--- src/rtl/dmem_port_arbiter.sv ---
// Shares the data-memory SRAM port between the CPU MEM stage and the host loader: round-robin
// with starvation override, host bus lock, and tagged read-data return after RD_LAT cycles.
module dmem_port_arbiter #(
  parameter int ADDR_W   = 10,
  parameter int DATA_W   = 32,
  parameter int RD_LAT   = 1,
  parameter int MAX_WAIT = 8
) (
  input  logic              clk,
  input  logic              rst,
  input  logic              cpu_req,
  input  logic              cpu_wen,
  input  logic [ADDR_W-1:0] cpu_addr,
  input  logic [DATA_W-1:0] cpu_wdata,
  output logic              cpu_gnt,
  output logic              cpu_rvalid,
  output logic [DATA_W-1:0] cpu_rdata,
  output logic              cpu_stall,
  input  logic              ext_req,
  input  logic              ext_wen,
  input  logic [ADDR_W-1:0] ext_addr,
  input  logic [DATA_W-1:0] ext_wdata,
  input  logic              ext_lock,
  output logic              ext_gnt,
  output logic              ext_rvalid,
  output logic [DATA_W-1:0] ext_rdata,
  output logic [ADDR_W-1:0] mem_addr,
  output logic              mem_wen,
  output logic              mem_ren,
  output logic [DATA_W-1:0] mem_wdata,
  input  logic [DATA_W-1:0] mem_rdata
);
  localparam int WAIT_W = $clog2(MAX_WAIT + 1);
  localparam logic [WAIT_W-1:0] WAIT_SAT = WAIT_W'(MAX_WAIT);

  typedef enum logic {ST_ARB, ST_LOCKED} state_e;

  state_e            state_q, state_d;
  logic              last_ext_q, last_ext_d;
  logic [WAIT_W-1:0] cpu_wait_q, cpu_wait_d, ext_wait_q, ext_wait_d;
  logic [RD_LAT-1:0] tag_vld_q, tag_vld_d, tag_ext_q, tag_ext_d;
  logic [ADDR_W-1:0] mem_addr_q, mem_addr_d;
  logic [DATA_W-1:0] mem_wdata_q, mem_wdata_d;
  logic [DATA_W-1:0] cpu_rdata_q, cpu_rdata_d, ext_rdata_q, ext_rdata_d;
  logic              grant_cpu, grant_ext, cpu_sat, ext_sat, out_vld;

  always_comb begin
    grant_cpu = 1'b0;
    grant_ext = 1'b0;
    cpu_sat   = (cpu_wait_q == WAIT_SAT);
    ext_sat   = (ext_wait_q == WAIT_SAT);
    if (!rst) begin
      if (state_q == ST_LOCKED) begin
        grant_ext = ext_req;
      end else if (cpu_req && ext_req) begin
        // A starved port beats the round-robin pointer; CPU is checked first.
        if (cpu_sat)      grant_cpu = 1'b1;
        else if (ext_sat) grant_ext = 1'b1;
        else if (last_ext_q) grant_cpu = 1'b1;
        else              grant_ext = 1'b1;
      end else begin
        grant_cpu = cpu_req;
        grant_ext = ext_req;
      end
    end
  end

  assign cpu_gnt   = grant_cpu;
  assign ext_gnt   = grant_ext;
  assign cpu_stall = cpu_req & ~grant_cpu;

  always_comb begin
    state_d = state_q;
    case (state_q)
      ST_ARB:    if (grant_ext && ext_lock) state_d = ST_LOCKED;
      ST_LOCKED: if (!ext_lock) state_d = ST_ARB;
      default:   state_d = ST_ARB;
    endcase
    last_ext_d = last_ext_q;
    if (grant_cpu)      last_ext_d = 1'b0;
    else if (grant_ext) last_ext_d = 1'b1;
    cpu_wait_d = (!cpu_req || grant_cpu) ? '0 :
                 (cpu_sat ? cpu_wait_q : cpu_wait_q + WAIT_W'(1));
    ext_wait_d = (!ext_req || grant_ext) ? '0 :
                 (ext_sat ? ext_wait_q : ext_wait_q + WAIT_W'(1));
  end

  always_comb begin
    mem_wen   = 1'b0;
    mem_ren   = 1'b0;
    mem_addr  = mem_addr_q;
    mem_wdata = mem_wdata_q;
    if (grant_cpu) begin
      mem_wen   = cpu_wen;
      mem_ren   = ~cpu_wen;
      mem_addr  = cpu_addr;
      mem_wdata = cpu_wdata;
    end else if (grant_ext) begin
      mem_wen   = ext_wen;
      mem_ren   = ~ext_wen;
      mem_addr  = ext_addr;
      mem_wdata = ext_wdata;
    end
    mem_addr_d  = mem_addr;
    mem_wdata_d = mem_wdata;
  end

  // Tag pipe mirrors the SRAM read latency; the last stage says who owns mem_rdata now.
  always_comb begin
    tag_vld_d    = '0;
    tag_ext_d    = '0;
    tag_vld_d[0] = mem_ren;
    tag_ext_d[0] = grant_ext;
    for (int i = 1; i < RD_LAT; i++) begin
      tag_vld_d[i] = tag_vld_q[i-1];
      tag_ext_d[i] = tag_ext_q[i-1];
    end
    out_vld     = tag_vld_q[RD_LAT-1] & ~rst;
    cpu_rvalid  = out_vld & ~tag_ext_q[RD_LAT-1];
    ext_rvalid  = out_vld & tag_ext_q[RD_LAT-1];
    cpu_rdata   = cpu_rvalid ? mem_rdata : cpu_rdata_q;
    ext_rdata   = ext_rvalid ? mem_rdata : ext_rdata_q;
    cpu_rdata_d = cpu_rdata;
    ext_rdata_d = ext_rdata;
  end

  always_ff @(posedge clk) begin
    if (rst) begin
      state_q     <= ST_ARB;
      last_ext_q  <= 1'b1;
      cpu_wait_q  <= '0;
      ext_wait_q  <= '0;
      tag_vld_q   <= '0;
      tag_ext_q   <= '0;
      mem_addr_q  <= '0;
      mem_wdata_q <= '0;
      cpu_rdata_q <= '0;
      ext_rdata_q <= '0;
    end else begin
      state_q     <= state_d;
      last_ext_q  <= last_ext_d;
      cpu_wait_q  <= cpu_wait_d;
      ext_wait_q  <= ext_wait_d;
      tag_vld_q   <= tag_vld_d;
      tag_ext_q   <= tag_ext_d;
      mem_addr_q  <= mem_addr_d;
      mem_wdata_q <= mem_wdata_d;
      cpu_rdata_q <= cpu_rdata_d;
      ext_rdata_q <= ext_rdata_d;
    end
  end
endmodule

--- config.mk ---
export PLATFORM = sky130hd
export DESIGN_NAME = dmem_port_arbiter
export DESIGN_NICKNAME = d
export VERILOG_FILES = /design/src/rtl/dmem_port_arbiter.sv
export SDC_FILE = /design/constraint.sdc
export NUM_CORES = 1
export LEC_CHECK = 0
export CAP_MARGIN = 20
export CORE_AREA = 2 2 182 95
export CTS_CLUSTER_DIAMETER = 30
export DETAILED_ROUTE_END_ITERATION = 8
export DIE_AREA = 0 0 184 97
export PLACE_DENSITY_LB_ADDON = 0.3
export SKIP_LAST_GASP = 1
export SLEW_MARGIN = 25
export SYNTH_ARGS = -nofsm -noshare
export SYNTH_HDL_FRONTEND = slang
export SYNTH_SLANG_ARGS = --single-unit
--- constraint.sdc ---
create_clock -name clk -period 1.7 [get_ports clk]
set_input_delay 0.17 -clock clk [delete_from_list [all_inputs] [get_ports clk]]
set_output_delay 0.17 -clock clk [all_outputs]
set_load 0.03 [all_outputs]
==> metrics, run 1 <==
final hold viol count 0; die extent in x 184 µm; # setup viols final 158; Post-Route Setup TNS -52430 ps; final wirelength 22800 µm; Synth Warn # 0; initial antenna violation count 0; dpl cells 1120; crit path DAT 2250 ps; CTS Buf Count 17; crit path kind register to output port; die area 0.0178 mm²; crit end category output port; total track usage 0.231; Worst-Skew Late Latency 420 ps; CTS HTree Levels 4; wire per inst 19.0 µm; drt first-iter violations 334; Reg clk slew, reported paths 60 ps; first-pass GRT wire length 32600 µm; fin area 0.0113 mm²; hold_buf cts 0; Worst setup SP type register; DR DRC count 0; Max Slew Vio Count 0; largest net degree at the start of global routing 83; post-synthesis cell type count 39; outcome finished with violations; register area share after synthesis 0.371; Max Fclk 0.414 GHz; unrepaired setup endpoints after global routing true; fin cells 1196; Tcrit/Tclk final 1.42; final antenna-violating net count 0; Area Growth Syn to Fin 78.2%; row cnt 33; Synth Net Count 792; DRT Pass-1 Iters 4; CTS tree built; clk_skew 9.95 ps; core area 0.0161 mm²; Die Ht 97 µm; PD cells 840 mW/mm²; vias 6222; synthesized flop and latch total 118; number of max-cap violations 0; Syn Area/Cell 9.57 µm²; max_slew headroom 0.634; cell count after synthesis 665; Crit path required time 1530 ps; Pleak 4.84 nW; Setup WS post-layout -717 ps; Clock Tree Buf Depth 2; worst-path fanout max 23; vias in the first global route 6111; placed wire-length estimate 13100 µm; CTS Root Cell clkbuf_16; synthesized cell area 0.00636 mm²; share of cells above drive strength 1 0.489; Overflow after GRT 0; Inserted Diodes 0; vias per cell 5.20; initial core utilization 0.395; IO Pins 236; Final GP Congestion 0.776; most used flip-flop cell after synthesis dfxtp_1; PortBufs 235; clock sink count 118; min cycle time layout 2420 ps; number of flops mapped to enable cells by yosys 0; Peak supply drop 0.747 mV; hold crit path type input port to register; Final Net Count 1100; Fill cells 1188; worst hold margin 142 ps; async set-reset flop share out of synthesis 0; worst-margin pin slew 549 ps; Placement Cell Area 0.00940 mm²; failing checks negative setup slack
worst max-delay path, stage by stage, from the launching register on:
cell and delay [ps]:
dfxtp_2 330, inv_2 50, ha_4 160, and3b_2 230
o211ai_1 280, nand2_2 140, inv_4 110, buf_12 210
a22oi_2 110, buf_4 190
state kept, by name, indices dropped and copies added (netlist names):
name,flops
state_q,1
cpu_rdata_q,32
last_ext_q,1
mem_wdata_q,32
cpu_wait_q,4
tag_vld_q,1
tag_ext_q,1
ext_rdata_q,32
ext_wait_q,4
mem_addr_q,10
report_power, final:
part           leakage (nW)  total, W  internal, W  switching [W]
Sequential            0.966   0.00298      0.00291      0.0000741
Clock                 0.290   0.00377      0.00239        0.00138
Combinational          3.59   0.00278      0.00135        0.00142
what timing repair did:
| item | 4_1_cts | 5_1_grt |
|---|---|---|
| resized for setup | 190 | 202 |
| buffers inserted | 17 | 25 |
| pin swaps | 4 | 17 |
| endpoints found under the setup margin | 159 | 176 |
| gates cloned | 7 | 4 |
metrics by stage:
stage,setup WS (ps),util,total power (W)
floorplan,-277,-,0.00444
global placement,-437,0.584,0.00541
detailed placement,-457,0.584,0.00543
CTS,-655,0.652,0.00933
global route,-793,0.704,0.00985
finish,-717,0.704,0.00953
cell type report:
type                    count  area, µm²  share of cell area
repair buffers            348       3680               0.324
clock buffers              21        460              0.0406
inverters                  54        210              0.0185
flip-flops and latches    118       2370               0.209
well taps                 210        263              0.0232
clock inverters            11        149              0.0131
multi-input cells         434       4210               0.371
worst paths after layout:
check,from,to,depth (start not counted),slack (ps)
worst min-delay path,rst,mem_addr_q[2]$_SDFF_PP0_,3,140
worst min register to register,ext_rdata_q[17]$_SDFF_PP0_,ext_rdata_q[17]$_SDFF_PP0_,2,590
worst max register to register,state_q$_SDFF_PP0_,mem_wdata_q[23]$_SDFF_PP0_,6,-160
worst max-delay path,ext_wait_q[0]$_SDFFE_PP0N_,mem_addr[0],9,-720
cells by family (layout without fill, tap and decap cells):
logic type / after synthesis / count (layout) / synth area share
fa+ha+maj: 4 / 4 / 0.00787
mux: 64 / 64 / 0.113
buf+inv: 113 / 434 / 0.0846
simple gates: 179 / 179 / 0.150
flops: 118 / 118 / 0.371
compound gates: 182 / 182 / 0.266
xor+xnor: 5 / 5 / 0.00688
synth_stat cells (3+ instances only):
| library cell | n | area (µm²) |
|---|---|---|
| a22oi_1 | 42 | 315 |
| o21a_1 | 42 | 315 |
| dfxtp_1 | 118 | 2360 |
| and2_1 | 66 | 413 |
| a211oi_1 | 44 | 330 |
| nand3_1 | 45 | 225 |
| buf_4 | 5 | 37.5 |
| buf_6 | 9 | 101 |
| xnor2_1 | 3 | 26.3 |
| nor2_1 | 6 | 22.5 |
| buf_2 | 21 | 105 |
| clkbuf_1 | 24 | 90.1 |
| inv_1 | 51 | 191 |
| and3b_1 | 3 | 26.3 |
| mux2_2 | 64 | 721 |
| nand2_1 | 49 | 184 |
| ha_1 | 4 | 50.1 |
| a221oi_2 | 41 | 616 |
| a21oi_1 | 3 | 15.0 |
cell usage in the layout (no fill, tap or decap), types with 2 or more instances in the layout:
master / synthesis / routed
a221oi_2: 41 / 42
clkinv_4: 0 / 3
ha_1: 4 / 2
nor3b_4: 0 / 2
bufinv_16: 0 / 3
xnor2_1: 3 / 3
clkinvlp_4: 0 / 3
o211ai_1: 2 / 2
and2_1: 66 / 64
clkbuf_16: 0 / 20
nand3_1: 45 / 40
dfxtp_1: 118 / 112
a21oi_1: 3 / 2
mux2_2: 64 / 2
nand3b_1: 2 / 2
clkdlybuf4s50_1: 0 / 121
inv_1: 51 / 47
a211oi_2: 0 / 22
inv_2: 1 / 5
buf_6: 9 / 88
buf_12: 0 / 21
and3b_2: 0 / 2
buf_8: 0 / 5
clkbuf_1: 24 / 2
clkinv_2: 1 / 2
nand2_2: 1 / 21
buf_16: 0 / 4
nor2_1: 6 / 5
nand2_1: 49 / 29
clkbuf_8: 0 / 2
mux2_4: 0 / 62
ha_4: 0 / 2
dfxtp_2: 0 / 6
xor2_1: 2 / 2
a22oi_2: 0 / 42
buf_4: 5 / 106
nand3_4: 0 / 5
o21a_1: 42 / 42
a211oi_1: 44 / 22
layer usage:
layer  vias up  global-route usage  wire, µm
li1       3035                   -         -
met1      3000               0.333     10900
met2       171               0.342     10300
met3        16              0.0531      1430
met4         0              0.0646       176
met5         -                   0         0
Power figures use the tool's default switching activity.
==> run 2, diff against run 1 <==
CTS_BUF_LIST = sky130_fd_sc_hd__clkbuf_2 sky130_fd_sc_hd__clkbuf_4 sky130_fd_sc_hd__clkbuf_8   (was unset)
GPL_TIMING_DRIVEN = 0   (was unset)
==> run 2 against run 1 <==
Net effect:
- non-clock buffer count grew 9
- critical path type unchanged
- the run still ends with negative setup slack left
- largest power group is now sequential cells
- critical endpoint is now mem_wdata[29]
- combinational power grew 6%
- global-route usage grew 3.8 points
- cell area grew 1.1%
- final cell count grew 0.84%
==> metrics, run 2 (same netlist as run 1, synthesis figures left out) <==
outcome finished with violations; failing checks negative setup slack; Inserted Diodes 0 (unchanged); wire per inst 20.3 µm (+6.9%); crit end category output port; Overflow after GRT 0 (unchanged); Worst setup SP type register; CTS Root Cell clkbuf_8; worst-margin pin slew 913 ps (+364 ps); clk_skew 12.0 ps (+2.07 ps); die extent in x 184 µm (unchanged); initial core utilization 0.395 (unchanged); final antenna-violating net count 0 (unchanged); vias 6461 (+3.8%); Max Slew Vio Count 0 (unchanged); fin util 0.712 (+0.00808); clock sink count 118 (unchanged); final wirelength 24500 µm (+7.8%); crit path DAT 2300 ps (+50 ps); first-pass GRT wire length 37100 µm (+14%); unrepaired setup endpoints after global routing true; hold crit path type input port to register; Setup WS post-layout -772 ps (-55.4 ps); vias per cell 5.36 (+3.0%); fin cells 1206 (+0.84%); max_slew headroom 0.391 (-0.243); most frequent cells in the layout buf_6 (136), clkdlybuf4s50_1 (120), dfxtp_1 (111); DRT Pass-1 Iters 5 (+1); most common cell after layout, fill and taps aside buf_6; die area 0.0178 mm² (unchanged); largest net degree at the start of global routing 17 (-80%); switching power 0.00287 W (-0.45%); dpl cells 1108 (-1.1%); Pleak 4.81 nW (-0.62%); Regs by FF count cpu_rdata_q x32, ext_rdata_q x32, mem_wdata_q x32; worst-path fanout max 7 (-70%); Area Growth Syn to Fin 80.3%; Placement Cell Area 0.00929 mm² (-1.1%); min cycle time layout 2470 ps (+55.4 ps); PD cells 763 mW/mm² (-9.2%); crit path kind register to output port; Post-Route Setup TNS -57180 ps (-4750 ps); CTS HTree Levels 4 (unchanged); Peak supply drop 0.497 mV (-34%); CTS Buf Count 17 (unchanged); hold_buf cts 0 (unchanged); drt first-iter violations 447 (+34%); final hold viol count 0 (unchanged); Clock Power Share 0.323 (-0.073); Tcrit/Tclk final 1.45 (+0.0326); number of max-cap violations 0 (unchanged); total track usage 0.269 (+0.0381); Reg clk slew, reported paths 80 ps (+20 ps); Seq pwr share 0.341 (+0.028); Comb pwr share 0.335 (+0.044); fin area 0.0115 mm² (+1.1%); Die Ht 97 µm (unchanged); # setup viols final 157 (-0.63%); share of cells above drive strength 1 0.489 (about the same); row cnt 33 (unchanged); DR DRC count 0 (unchanged); Worst-Skew Late Latency 440 ps (+20 ps); Final Net Count 1110 (+0.91%); PortBufs 233 (-0.85%); Max Fclk 0.404 GHz (-2.2%); switching part of the total 0.328 (+0.0252); CTS tree built; P_int 0.00589 W (-11%); Clock Tree Buf Depth 2 (unchanged); initial antenna violation count 0 (unchanged); IO Pins 236 (unchanged); placed wire-length estimate 15900 µm (+21%); Crit path required time 1530 ps (about the same); core area 0.0161 mm² (unchanged); Final GP Congestion 0.826 (+6.5%); vias in the first global route 6475 (+6.0%)
run 2: cell count changes in the layout (fill, tap and decap cells not counted), moves of 14 or more:
cell and change:
buf_6 +48, clkbuf_16 -18, clkbuf_8 +17, a211oi_2 +16, buf_8 +14, buf_4 -80
clkbuf_1 +18, a211oi_1 -17
run 2: repair_timing:
action,in CTS,in global routing
endpoints found under the setup margin,186,181
buffers inserted,39,29
resized for setup,926,113
cloned,14,2
pin swaps,53,24
run 2: worst paths after layout:
| path | startpoint | endpoint | slack (ps) | cells after the start |
|---|---|---|---|---|
| max | cpu_wait_q[0]$_SDFFE_PP0N_ | mem_wdata[29] | -770 | 10 |
| min | ext_req | mem_wdata_q[0]$_SDFF_PP0_ | 220 | 3 |
| max reg2reg | cpu_wait_q[0]$_SDFFE_PP0N_ | mem_wdata_q[5]$_SDFF_PP0_ | -190 | 8 |
| min reg2reg | ext_rdata_q[17]$_SDFF_PP0_ | ext_rdata_q[17]$_SDFF_PP0_ | 590 | 2 |
run 2: routing by layer:
metal,track usage,wire [µm],vias up
li1,-,-,3050
met4,0.0542,250,0
met2,0.375,10100,237
met1,0.418,12700,3154
met3,0.0569,1550,20
met5,0,0,-
run 2: stage by stage:
| stage | hold slack [ps] | worst slack (ps) | power [W] |
|---|---|---|---|
| 6_report | 220 | -772 | 0.00875 |
| 3_3_place_gp | 473 | -1400 | 0.00539 |
| 4_1_cts | 168 | -743 | 0.00868 |
| 3_5_place_dp | 485 | -1350 | 0.00540 |
| 2_1_floorplan | 264 | -277 | 0.00444 |
| 5_1_grt | 221 | -862 | 0.00908 |
run 2: power by group through the flow:
| stage | combinational [W] | clock [W] | sequential, W |
|---|---|---|---|
| floorplan | 0.00143 | 0 | 0.00301 |
| detailed placement | 0.00238 | 0 | 0.00302 |
| global placement | 0.00237 | 0 | 0.00302 |
| global route | 0.00307 | 0.00301 | 0.00300 |
| finish | 0.00294 | 0.00283 | 0.00299 |
| CTS | 0.00283 | 0.00287 | 0.00298 |
run 2: worst max-delay path: stages (launching register included):
cell and delay [ps]:
dfxtp_2 360, inv_2 60, ha_4 150, nand3b_1 200, o211ai_1 160, nand2_2 150
clkinv_4 80, buf_12 150, buf_12 140, a22oi_2 240, buf_6 170
run 2: area by class of cell:
cell class                 instances  area, µm²
fill                            1179       4630
multi-input combinational        434       4220
timing repair buffer             302       3400
sequential                       118       2370
buffer                            55        548
tap                              210        263
clock buffer                      19        262
inverter                          54        220
clock inverter                    13        170
timing repair inverter             1       8.76
==> run 3, diff against run 2 <==
CTS_CLUSTER_DIAMETER = 150   (was 30)
==> results of run 3 <==
No change in the layout: final DEF, timing and power equal those of run 2.
